===== config.mk =====
export PLATFORM = sky130hd
export DESIGN_NAME = text_console_ctrl
export DESIGN_NICKNAME = d
export VERILOG_FILES = /design/src/rtl/text_console_ctrl.sv
export SDC_FILE = /design/constraint.sdc
export NUM_CORES = 1
export LEC_CHECK = 0
export ABC_CLOCK_PERIOD_IN_PS = 5500
export BUFFER_PORTS_ARGS = -buffer_cell sky130_fd_sc_hd__buf_4
export CAP_MARGIN = 40
export CORE_ASPECT_RATIO = 1.4
export CORE_MARGIN = 10
export CORE_UTILIZATION = 60
export CTS_CLUSTER_DIAMETER = 200
export DETAILED_ROUTE_END_ITERATION = 7
export PLACE_DENSITY = 0.93
export SKIP_LAST_GASP = 1
export SLEW_MARGIN = 20
export SYNTH_ARGS = -nofsm -noshare
export SYNTH_HDL_FRONTEND = slang
export SYNTH_SLANG_ARGS = --single-unit

===== constraint.sdc =====
create_clock -name clock -period 5.5 [get_ports clock]
set_input_delay 0.825 -clock clock [delete_from_list [all_inputs] [get_ports clock]]
set_output_delay 0.825 -clock clock [all_outputs]
set_load 0.03 [all_outputs]

===== src/rtl/text_console_ctrl.sv =====
// text_console_ctrl: command-driven controller for a character-cell text screen.
//
// Accepts PUT / NEWLINE / CLEAR / HOME commands and turns them into write (and,
// for scrolling, read) cycles on an external screen memory with one-cycle read
// latency. The screen is ROWS x COLS cells, addressed row*COLS+col.
//
// Ports:
//   clock      in   single clock, all state updates on the rising edge
//   reset      in   synchronous active-high reset
//   cmd_valid  in   command offered
//   cmd_ready  out  controller idle and able to take a command this cycle
//   cmd_op     in   00 PUT, 01 NEWLINE, 10 CLEAR, 11 HOME
//   cmd_char   in   character code for PUT
//   mem_addr   out  screen memory address
//   mem_wr     out  screen memory write enable
//   mem_wdata  out  screen memory write data
//   mem_rdata  in   screen memory read data (valid one cycle after the address)
//   cursor_col out  current cursor column
//   cursor_row out  current cursor row
//   busy       out  high whenever a multi-cycle operation is in progress
module text_console_ctrl #(
  parameter int unsigned NlocC  = 1200,
  parameter int unsigned DbitsC = 4,
  parameter int unsigned COLS   = 40,
  parameter int unsigned ROWS   = 30,
  parameter int unsigned BLANK  = 0
) (
  input  logic                       clock,
  input  logic                       reset,
  input  logic                       cmd_valid,
  output logic                       cmd_ready,
  input  logic [1:0]                 cmd_op,
  input  logic [DbitsC-1:0]          cmd_char,
  output logic [$clog2(NlocC)-1:0]   mem_addr,
  output logic                       mem_wr,
  output logic [DbitsC-1:0]          mem_wdata,
  input  logic [DbitsC-1:0]          mem_rdata,
  output logic [$clog2(COLS)-1:0]    cursor_col,
  output logic [$clog2(ROWS)-1:0]    cursor_row,
  output logic                       busy
);

  localparam int unsigned AddrW = $clog2(NlocC);
  localparam int unsigned ColW  = $clog2(COLS);
  localparam int unsigned RowW  = $clog2(ROWS);

  localparam logic [ColW-1:0]   LastCol    = ColW'(COLS - 1);
  localparam logic [RowW-1:0]   LastRow    = RowW'(ROWS - 1);
  localparam logic [AddrW-1:0]  LastAddr   = AddrW'(NlocC - 1);
  // Last destination address of the row-copy phase of a scroll.
  localparam logic [AddrW-1:0]  CopyLast   = AddrW'(NlocC - COLS - 1);
  // First cell of the bottom row, where the blank fill starts.
  localparam logic [AddrW-1:0]  FillFirst  = AddrW'(NlocC - COLS);
  localparam logic [AddrW-1:0]  RowStride  = AddrW'(COLS);
  localparam logic [DbitsC-1:0] BlankChar  = DbitsC'(BLANK);

  localparam logic [1:0] OpPut     = 2'b00;
  localparam logic [1:0] OpNewline = 2'b01;
  localparam logic [1:0] OpClear   = 2'b10;
  localparam logic [1:0] OpHome    = 2'b11;

  typedef enum logic [2:0] {
    StIdle,
    StPut,
    StClear,
    StScrollRd,
    StScrollWr,
    StFill
  } state_e;

  state_e             state_q, state_d;
  logic [ColW-1:0]    col_q, col_d;
  logic [RowW-1:0]    row_q, row_d;
  logic [AddrW-1:0]   a_q, a_d;
  logic [DbitsC-1:0]  char_q, char_d;

  logic [AddrW-1:0]   cur_addr;
  logic               accept;

  // Cursor address computed entirely at memory-address width.
  assign cur_addr = AddrW'(row_q) * RowStride + AddrW'(col_q);

  assign cmd_ready  = (state_q == StIdle) && !reset;
  assign busy       = (state_q != StIdle) && !reset;
  assign accept     = cmd_valid && cmd_ready;
  assign cursor_col = col_q;
  assign cursor_row = row_q;

  always_ff @(posedge clock) begin
    if (reset) begin
      state_q <= StIdle;
      col_q   <= '0;
      row_q   <= '0;
      a_q     <= '0;
      char_q  <= '0;
    end else begin
      state_q <= state_d;
      col_q   <= col_d;
      row_q   <= row_d;
      a_q     <= a_d;
      char_q  <= char_d;
    end
  end

  always_comb begin
    state_d   = state_q;
    col_d     = col_q;
    row_d     = row_q;
    a_d       = a_q;
    char_d    = char_q;
    mem_wr    = 1'b0;
    mem_addr  = '0;
    mem_wdata = '0;

    unique case (state_q)
      StIdle: begin
        if (accept) begin
          unique case (cmd_op)
            OpPut: begin
              char_d  = cmd_char;
              state_d = StPut;
            end
            OpNewline: begin
              col_d = '0;
              if (row_q < LastRow) begin
                row_d = row_q + RowW'(1);
              end else begin
                a_d     = '0;
                state_d = StScrollRd;
              end
            end
            OpClear: begin
              a_d     = '0;
              state_d = StClear;
            end
            OpHome: begin
              col_d = '0;
              row_d = '0;
            end
            default: ;
          endcase
        end
      end

      StPut: begin
        mem_wr    = 1'b1;
        mem_addr  = cur_addr;
        mem_wdata = char_q;
        if (col_q < LastCol) begin
          col_d   = col_q + ColW'(1);
          state_d = StIdle;
        end else begin
          col_d = '0;
          if (row_q < LastRow) begin
            row_d   = row_q + RowW'(1);
            state_d = StIdle;
          end else begin
            // Wrapped off the bottom row: scroll, cursor stays on the last row.
            a_d     = '0;
            state_d = StScrollRd;
          end
        end
      end

      StClear: begin
        mem_wr    = 1'b1;
        mem_addr  = a_q;
        mem_wdata = BlankChar;
        if (a_q == LastAddr) begin
          a_d     = '0;
          col_d   = '0;
          row_d   = '0;
          state_d = StIdle;
        end else begin
          a_d = a_q + AddrW'(1);
        end
      end

      StScrollRd: begin
        // Fetch the cell one row below the destination.
        mem_addr = a_q + RowStride;
        state_d  = StScrollWr;
      end

      StScrollWr: begin
        mem_wr    = 1'b1;
        mem_addr  = a_q;
        mem_wdata = mem_rdata;
        if (a_q < CopyLast) begin
          a_d     = a_q + AddrW'(1);
          state_d = StScrollRd;
        end else begin
          a_d     = FillFirst;
          state_d = StFill;
        end
      end

      StFill: begin
        mem_wr    = 1'b1;
        mem_addr  = a_q;
        mem_wdata = BlankChar;
        if (a_q == LastAddr) begin
          a_d     = '0;
          state_d = StIdle;
        end else begin
          a_d = a_q + AddrW'(1);
        end
      end

      default: begin
        state_d = StIdle;
      end
    endcase

    // Reset must silence the memory port within the same cycle it is raised,
    // so an in-flight clear/scroll never gets one more write in.
    if (reset) begin
      mem_wr    = 1'b0;
      mem_addr  = '0;
      mem_wdata = '0;
    end
  end

endmodule

==> metrics list, run 1 <==
- Largest delay share family, worst path: adder cells
* Relative contribution of the clock network to total power: 25.8%
- Setup repair after global routing left no endpoint under its margin.
* Register bit total from synthesis: 29
* Most used cell along the critical path: ha_1
- TritonCTS built the clock tree.
- Buffers added on ports: 41
- Summing the areas of all compound-gate instances in the mapped netlist gives 28.78% of the synthesized area.
* Worst ir drop on vdd: 0.0002202 V
* Worst clock skew on the final layout: 0.009280 ns
- Number of global-route vias before repair: 2,682
* Post-detailed-route wirelength per cell: 17.92 µm
* Clock transition at the register clock pins on the worst setup and hold paths after CTS: 0.06 ns
- Starting density of the core: 63.06%
- Antenna cells: 0
- In this run the clock root is driven by a clkbuf_8.
- Crit path to: mem_addr[10]
- The detailed router finished its first iteration with 299 violations.
* Max FO, Critical Path: 11
- Slowest stage cell on the critical path: or4b_2
- In this run the critical register-to-register path is launched from state_q[2].
* Half-perimeter wire length of the detailed placement result: 5.543 mm
* CP Buf/Inv Count: 2
- Number of rows created at floorplan: 27
- Max-Cap Viols: 0
* Buffers inserted during post-CTS setup optimization: 0
* Internal power consumption: 0.0005136 W
* Post-synthesis cell count: 349
- After synthesis the cells add up to 2535 µm².
- Critical-path cell list: ha_1 > ha_1 > inv_1 > fa_1 > or4b_2 > o21ai_0 > nand2_1 > a31oi_1 > buf_4
* Pre-antenna DRT Iters: 6
- The detail route stage leaves a number of antenna-violating nets equal to 0.
- Of the cells placed in the final design, the portion with a size suffix greater than 1 is 15.08%.
* Type of the worst setup path: reg -> out
* Setup crit start: cursor_row[1]
- STA puts the critical path data arrival time at 3.24 ns.
- Number of cells upsized or downsized after cts: 0
- The layout has 310 filler cells.
- Layout-stage area growth over the synthesis result: 15.75%
- Drt drc: 0
- The Yosys step of the flow raised 0 warnings.
- In this run the tightest slew margin relative to its limit is 42.84%.
- Excluding fillers, the count of instances in the completed layout stands at 421.
* Layout Nets: 411
* Final setup viols: 0
- Final Wtd Congestion: 0.9361
- Required time of the critical path: 4.68 ns
* Total number of vias: 2,766
- Number of hold buffers added after CTS: 0
- Worst-case register-to-register setup slack: 2.82 ns
- The total overflow left after global routing is 0.
- Setup total negative slack: 0 ns
- Number of vias per cell after detailed routing: 6.570
- Total Routing Usage GR: 21.04%
- For this block, the routed nets add up to 7.546 mm of wire.
- Counting along the longest clock path gives a buffer depth of 2.
* Reg2reg path depth: 6
- The die is 96.91 µm tall.
* Part of the cycle the worst path needs: 73.98%
- Sw Share: 43.76%
- Cell depth of the worst setup path: 9
* Most common library cell in the layout ignoring fill and taps: nor2_1
* Simple-gate portion of the synthesized area: 26.85%
* Insertion delay of the later-clocked pin in the worst-skew pair: 0.29 ns
- The die is 74.94 µm wide.
- The top cell types in the final layout, fill and taps aside, are 54 x nor2_1, 42 x buf_4, 30 x nand2_1.
- For this run, the top clock speed supported by timing is 245.8 MHz.
* Actual transition at the worst max-transition pin: 0.8463 ns
- Of the total synthesized cell area, the portion taken by full adders, half adders and majority gates is 10.96%.
* Fraction of registers with async set or reset after synthesis: 0%
* Number of antenna violations at the first check in global routing: 0
* Status: complete, no violations
- For this run, the slowest stage of the critical path takes 0.67 ns.
- Worst min-delay path category: reg -> reg
* Die area: 7262 µm²
- Post-synthesis area per instance: 7.263 µm²
- The worst setup path is launched from a flip-flop.
- Summing the sequential cell areas from Yosys gives 22.90% of the chip area.
- 42 I/O pins were placed.
- Clock period minus worst slack: 4.069 ns
- Net count after synthesis: 383
- In this run the critical register-to-register path is captured at cursor_row[3].
- Of the total power, combinational logic draws 43.0%.
- Pins Over Slew Limit: 0
- Most used flip-flop cell after synthesis: dfxtp_1
- Area used by sequential logic in the layout: 580.6 µm²
* Count of unique library cells instantiated by Yosys: 57
- Final hold violations: 0
- After synthesis, the largest family of logic cells by area is compound AO/OA/AOI/OAI gates.
* Mux share of post-synthesis cell area: 1.974%
* PwrDens: 311.2 nW/µm²
- The number of clock buffers added by TritonCTS is 5.
- Summed over all nets, the switching power comes to 0.0003996 W.
* Sequential Power Share: 31.1%
- Maximum level of the CTS H-tree: 2
- The floorplan step defined a core boundary enclosing 4020 µm².
* Post-synth EDFFs: 0
- Wire length of the first global-routing pass: 12.63 mm
- STA classifies the critical path endpoint as an output port.
- In this run the static leakage power is 1.181 nW.
- Synth Area in XOR/XNOR: 2.764%
- The multi-input combinational cells in the finished layout cover a total of 1808 µm².
- In this run, placement finished with an instance count of 413.
* Maximum number of pins on one net before global-route repair: 40
- The clock drives 29 sinks.
-- worst register-to-register path: cells and delay by family (launching register included) --
family	cells	cell delay (ns)
flip-flops	1	0.70
AO/OA/AOI/OAI	3	1.07
AND/OR/NAND/NOR	3	0.77
-- through the flow --
step           hold slack [ns]  utilization, %  total power [W]  instance area (µm²)  setup slack, ns
2_1_floorplan           0.4608               -        0.0005605                 2535            1.574
3_3_place_gp            0.4756           70.09        0.0006530                 2818            1.886
3_5_place_dp            0.4854           70.09        0.0006665                 2818            1.763
4_1_cts                 0.5016           72.98        0.0009043                 2934            1.442
5_1_grt                 0.5571           72.98        0.0009665                 2934            1.248
6_report                0.4970           72.98        0.0009132                 2934            1.431
-- synthesized netlist by cell type, types with 3 or more instances --
library cell	n	area [µm²]
xor2_1	3	26.28
buf_2	6	30.03
nand3b_1	3	22.52
nor2_1	54	202.7
nor3_1	7	35.03
xnor2_1	5	43.79
a31oi_1	7	43.79
o21ai_0	25	125.1
a21oi_1	22	110.1
a211oi_1	7	52.55
ha_1	19	237.7
nand2b_1	4	25.02
nor3b_1	3	22.52
nor2b_1	7	43.79
nand3_1	13	65.06
dfxtp_1	29	580.6
mux2i_1	5	50.05
a22oi_1	12	90.09
clkbuf_1	13	48.80
inv_1	16	60.06
nand2_1	30	112.6
or3_1	5	31.28
a32oi_1	3	26.28
and3_1	3	18.77
a21o_1	3	22.52
-- worst min-delay path by stage --
stage	startpoint	endpoint	slack [ns]	depth (start not counted)
3_3_place_gp	char_q[3]	char_q[3]	0.48	2
6_report	char_q[0]	char_q[0]	0.50	2
5_1_grt	char_q[2]	char_q[2]	0.56	2
2_1_floorplan	char_q[0]	char_q[0]	0.46	2
3_5_place_dp	char_q[0]	char_q[0]	0.49	2
4_1_cts	char_q[0]	char_q[0]	0.50	2
-- metal layers --
| metal | GRT usage (%) | vias to the layer above | wire length (µm) |
|---|---|---|---|
| met2 | 37.09 | 142 | 3939 |
| met5 | 0 | - | 0 |
| met3 | 4.082 | 27 | 488 |
| li1 | - | 1323 | - |
| met1 | 23.30 | 1274 | 2920 |
| met4 | 8.140 | 0 | 197 |
-- state kept, by name, indices dropped and copies added, names as in the netlist --
signal      count
a_q            11
char_q          4
cursor_col      6
cursor_row      5
state_q         3
-- final cells by class --
cell class	count	area share, %
clock buffers	7	2.942
clock inverters	1	1.023
inverters	16	2.047
multi-input cells	283	61.62
flip-flops and latches	29	19.79
well taps	43	1.834
repair buffers	42	10.75
-- power groups by stage --
stage	Clock, W	Sequential (W)	Combinational (W)
final	0.000236	0.000284	0.000393
after global routing	0.000246	0.000289	0.000431
after CTS	0.000238	0.000282	0.000384
after detailed placement	0	0.000286	0.000380
after global placement	0	0.000283	0.000370
after floorplan	0	0.000264	0.000296
-- cell families (layout without fill, tap and decap cells) --
logic type	count (synthesis)	count (layout)
compound gates	108	108
mux	5	5
buf+inv	37	66
simple gates	141	141
flops	29	29
fa+ha+maj	21	21
xor+xnor	8	8
(Power assumes the default switching activity.)
==> run 2: changes to the inputs <==
ABC_CLOCK_PERIOD_IN_PS = 4200   (was 5500)
CORE_UTILIZATION = 57   (was 60)
PLACE_DENSITY = 0.9   (was 0.93)
clock period = 4.2 ns   (was 5.5 ns; I/O delays follow)
==> run 2 against run 1 <==
The flow now finishes with violations (design-rule violations). Sequential power increased by 30%. Critical path depth unchanged. Via count up 0.36%. Non-clock buffer count rose by 1. Final cell count is 4.3% higher. Die area is 4.0% higher. Worst setup slack worse by 1.1 ns. Clock power is 3% lower. Power grew 21%. Sequential share of layout area hardly changed. Wire length shrank 4.6%. Critical path type unchanged. Largest cell class unchanged. Largest power group unchanged.
==> metrics list, run 2 (synthesis results as in run 1) <==
* Number of cells upsized or downsized after cts: 0 (unchanged)
- TritonCTS clock tree: done
* Die X-Extent: 76.36 µm (+1.9%)
- The number of antenna violations at the first check in global routing came to 0 (unchanged).
- Buffers added on ports: 41 (unchanged)
* Post-detailed-route wirelength per cell: 16.40 µm (-8.5%)
- The HPWL after detailed placement came to 5.461 mm (-1.5%).
- Maximum number of pins on one net before global-route repair: 40 (unchanged)
- Max frequency: 257.4 MHz
- Lkg Pwr: 1.170 nW (-0.88%)
- The hold buffer count at cts is 0 (unchanged).
- The register cell area after layout is 580.6 µm² (unchanged).
- Max-Cap Viols: 0 (unchanged)
* Number of global-route vias before repair: 2,545 (-5.1%)
- Insertion delay of the later-clocked pin in the worst-skew pair: 0.29 ns (about the same)
- Total congestion overflow after global routing: 0 (unchanged)
- ANT nets after route: 0 (unchanged)
* Max FFs per register: 11 (unchanged)
- Clock buffers created by TritonCTS: 5 (unchanged)
- Layout-stage area growth over the synthesis result: 15.60%
- Slowest stage cell on the critical path: or4b_2
* Violations in the final reports: design-rule violations
* Total number of vias: 2,776 (+0.36%)
* Number of rows created at floorplan: 28 (+3.7%)
- The standard cell area after detailed placement was 2839 µm² (+0.75%).
- Antenna cells: 0 (unchanged)
* Layout cell share with drive strength beyond 1: 15.57% (+0.49 points)
- Number of vias per cell after detailed routing: 6.323 (-3.8%)
* Required time of the critical path: 3.57 ns (-1.11 ns)
* Part of the cycle the worst path needs: 92.51%
- STA classifies the critical path endpoint as an output port.
- The max-slew violation total from the final report is 0 (unchanged).
- The placer congestion estimate came to 0.9496 (+1.4%).
- Pre-antenna DRT Iters: 8 (+2)
- The final setup violation count is 0 (unchanged).
- Total Routing Usage GR: 18.47% (-2.6 points)
* Total routed wirelength: 7.198 mm (-4.6%)
- Clock root buffer master: clkbuf_8
- The core area was 4274 µm² (+6.3%).
- In the layout the commonest cells are 54 x nor2_1, 42 x buf_4, 30 x nand2_1.
- The number of top-level design ports came to 42 (unchanged).
* Critical Path Max Stage Delay: 0.68 ns (about the same)
- FILL cells: 382 (+23%)
- Arr. time, crit path: 3.26 ns (+0.02 ns)
* Most used cell along the critical path: ha_1
- Actual transition at the worst max-transition pin: 0.7907 ns (-0.05558 ns)
- PwrDens: 377.2 nW/µm² (+21%)
- Largest register by flop count: a_q
- Relative max-transition margin: 47.29% (+4.4 points)
* Wire length of the first global-routing pass: 11.79 mm (-6.6%)
* Starting density of the core: 59.31% (-3.7 points)
* Worst clock skew on the final layout: 0.007896 ns (-0.001385 ns)
- STA classifies the critical path startpoint as a flip-flop.
- Critical-path cell list: ha_1 > ha_1 > inv_1 > fa_1 > or4b_2 > o21ai_0 > nand2_1 > a31oi_1 > buf_4
* Die area: 7552 µm² (+4.0%)
* Setup total negative slack: 0 ns (unchanged)
* Final hold violations: 0 (unchanged)
* Number of clock sinks: 29 (unchanged)
- Worst ir drop on vdd: 0.0003080 V (+40%)
- The top fanout value on the critical path was 11 (unchanged).
* Buffers inserted during post-CTS setup optimization: 0 (unchanged)
- The flow ran to the end, but the final reports show violations.
- Largest delay share family, worst path: adder cells
- The number of DRC violations after detailed-routing iteration 0 was 296 (-1.0%).
- Maximum count of clock buffers along a single path: 2 (unchanged)
* Most common library cell in the layout ignoring fill and taps: nor2_1
- Layout Nets: 412 (+0.24%)
- Setup repair after global routing left no endpoint under its margin.
* Clock transition at the register clock pins on the worst setup and hold paths after CTS: 0.06 ns (about the same)
* Layout Cell Area excl Fill: 2930 µm² (-0.13%)
- Die span in y: 98.91 µm (+2.1%)
- Clock period minus worst slack: 3.885 ns
* Drt drc: 1 (+1)
- The path class of the tightest hold or removal check is reg -> reg.
- CP Buf/Inv Count: 2 (unchanged)
* Area occupied by multi-input gates: 1808 µm² (unchanged)
- Maximum level of the CTS H-tree: 2 (unchanged)
- Type of the worst setup path: reg -> out
## run 2: power breakdown
group | internal (W) | leakage [nW] | total, W | switching (W)
Sequential | 0.000299 | 0.234 | 0.000369 | 0.0000702
Combinational | 0.000181 | 0.892 | 0.000507 | 0.000326
Clock | 0.000114 | 0.0439 | 0.000229 | 0.000115
Total | 0.000594 | 1.17 | 0.00111 | 0.000512
## run 2: final cells by class
type	instances	share of cell area, %
inverters	16	2.050
well taps	60	2.562
clock buffers	5	2.348
multi-input cells	283	61.70
clock inverters	3	0.5978
flip-flops and latches	29	19.81
repair buffers	43	10.93
## run 2: per-layer routing
layer  GRT usage [%]  up-vias  part of all wire [%]
li1                -     1332                     -
met5               0        -                     0
met2           33.53      100                    52
met3           4.727       26                   5.7
met1           19.37     1318                    39
met4           8.752        0                   2.9
## run 2: path summary, 6_finish.rpt
path / to / slack [ns] / cells after the start / from
setup reg to reg: cursor_row[4] / 1.60 / 6 / state_q[2]
hold reg to reg: char_q[3] / 0.51 / 2 / char_q[3]
setup / recovery: mem_addr[10] / 0.31 / 9 / cursor_row[1]
hold / removal: char_q[3] / 0.51 / 2 / char_q[3]
## run 2: tightest hold or removal path: stages, from the launching register on
cell     delay [ns]
dfxtp_1        0.33
mux2i_1        0.07
nor2_1         0.08
## run 2: per-stage QoR
stage | instances | power [W] | utilization, % | hold WS (ns) | setup slack (ns)
floorplan | 349 | 0.0007339 | - | 0.4608 | 0.4692
global placement | 430 | 0.0008545 | 66.42 | 0.4749 | 0.7811
detailed placement | 430 | 0.0008687 | 66.42 | 0.4882 | 0.6235
CTS | 438 | 0.001098 | 68.44 | 0.5063 | 0.3133
global route | 439 | 0.001180 | 68.56 | 0.5235 | 0.1328
finish | 439 | 0.001105 | 68.56 | 0.5060 | 0.3147
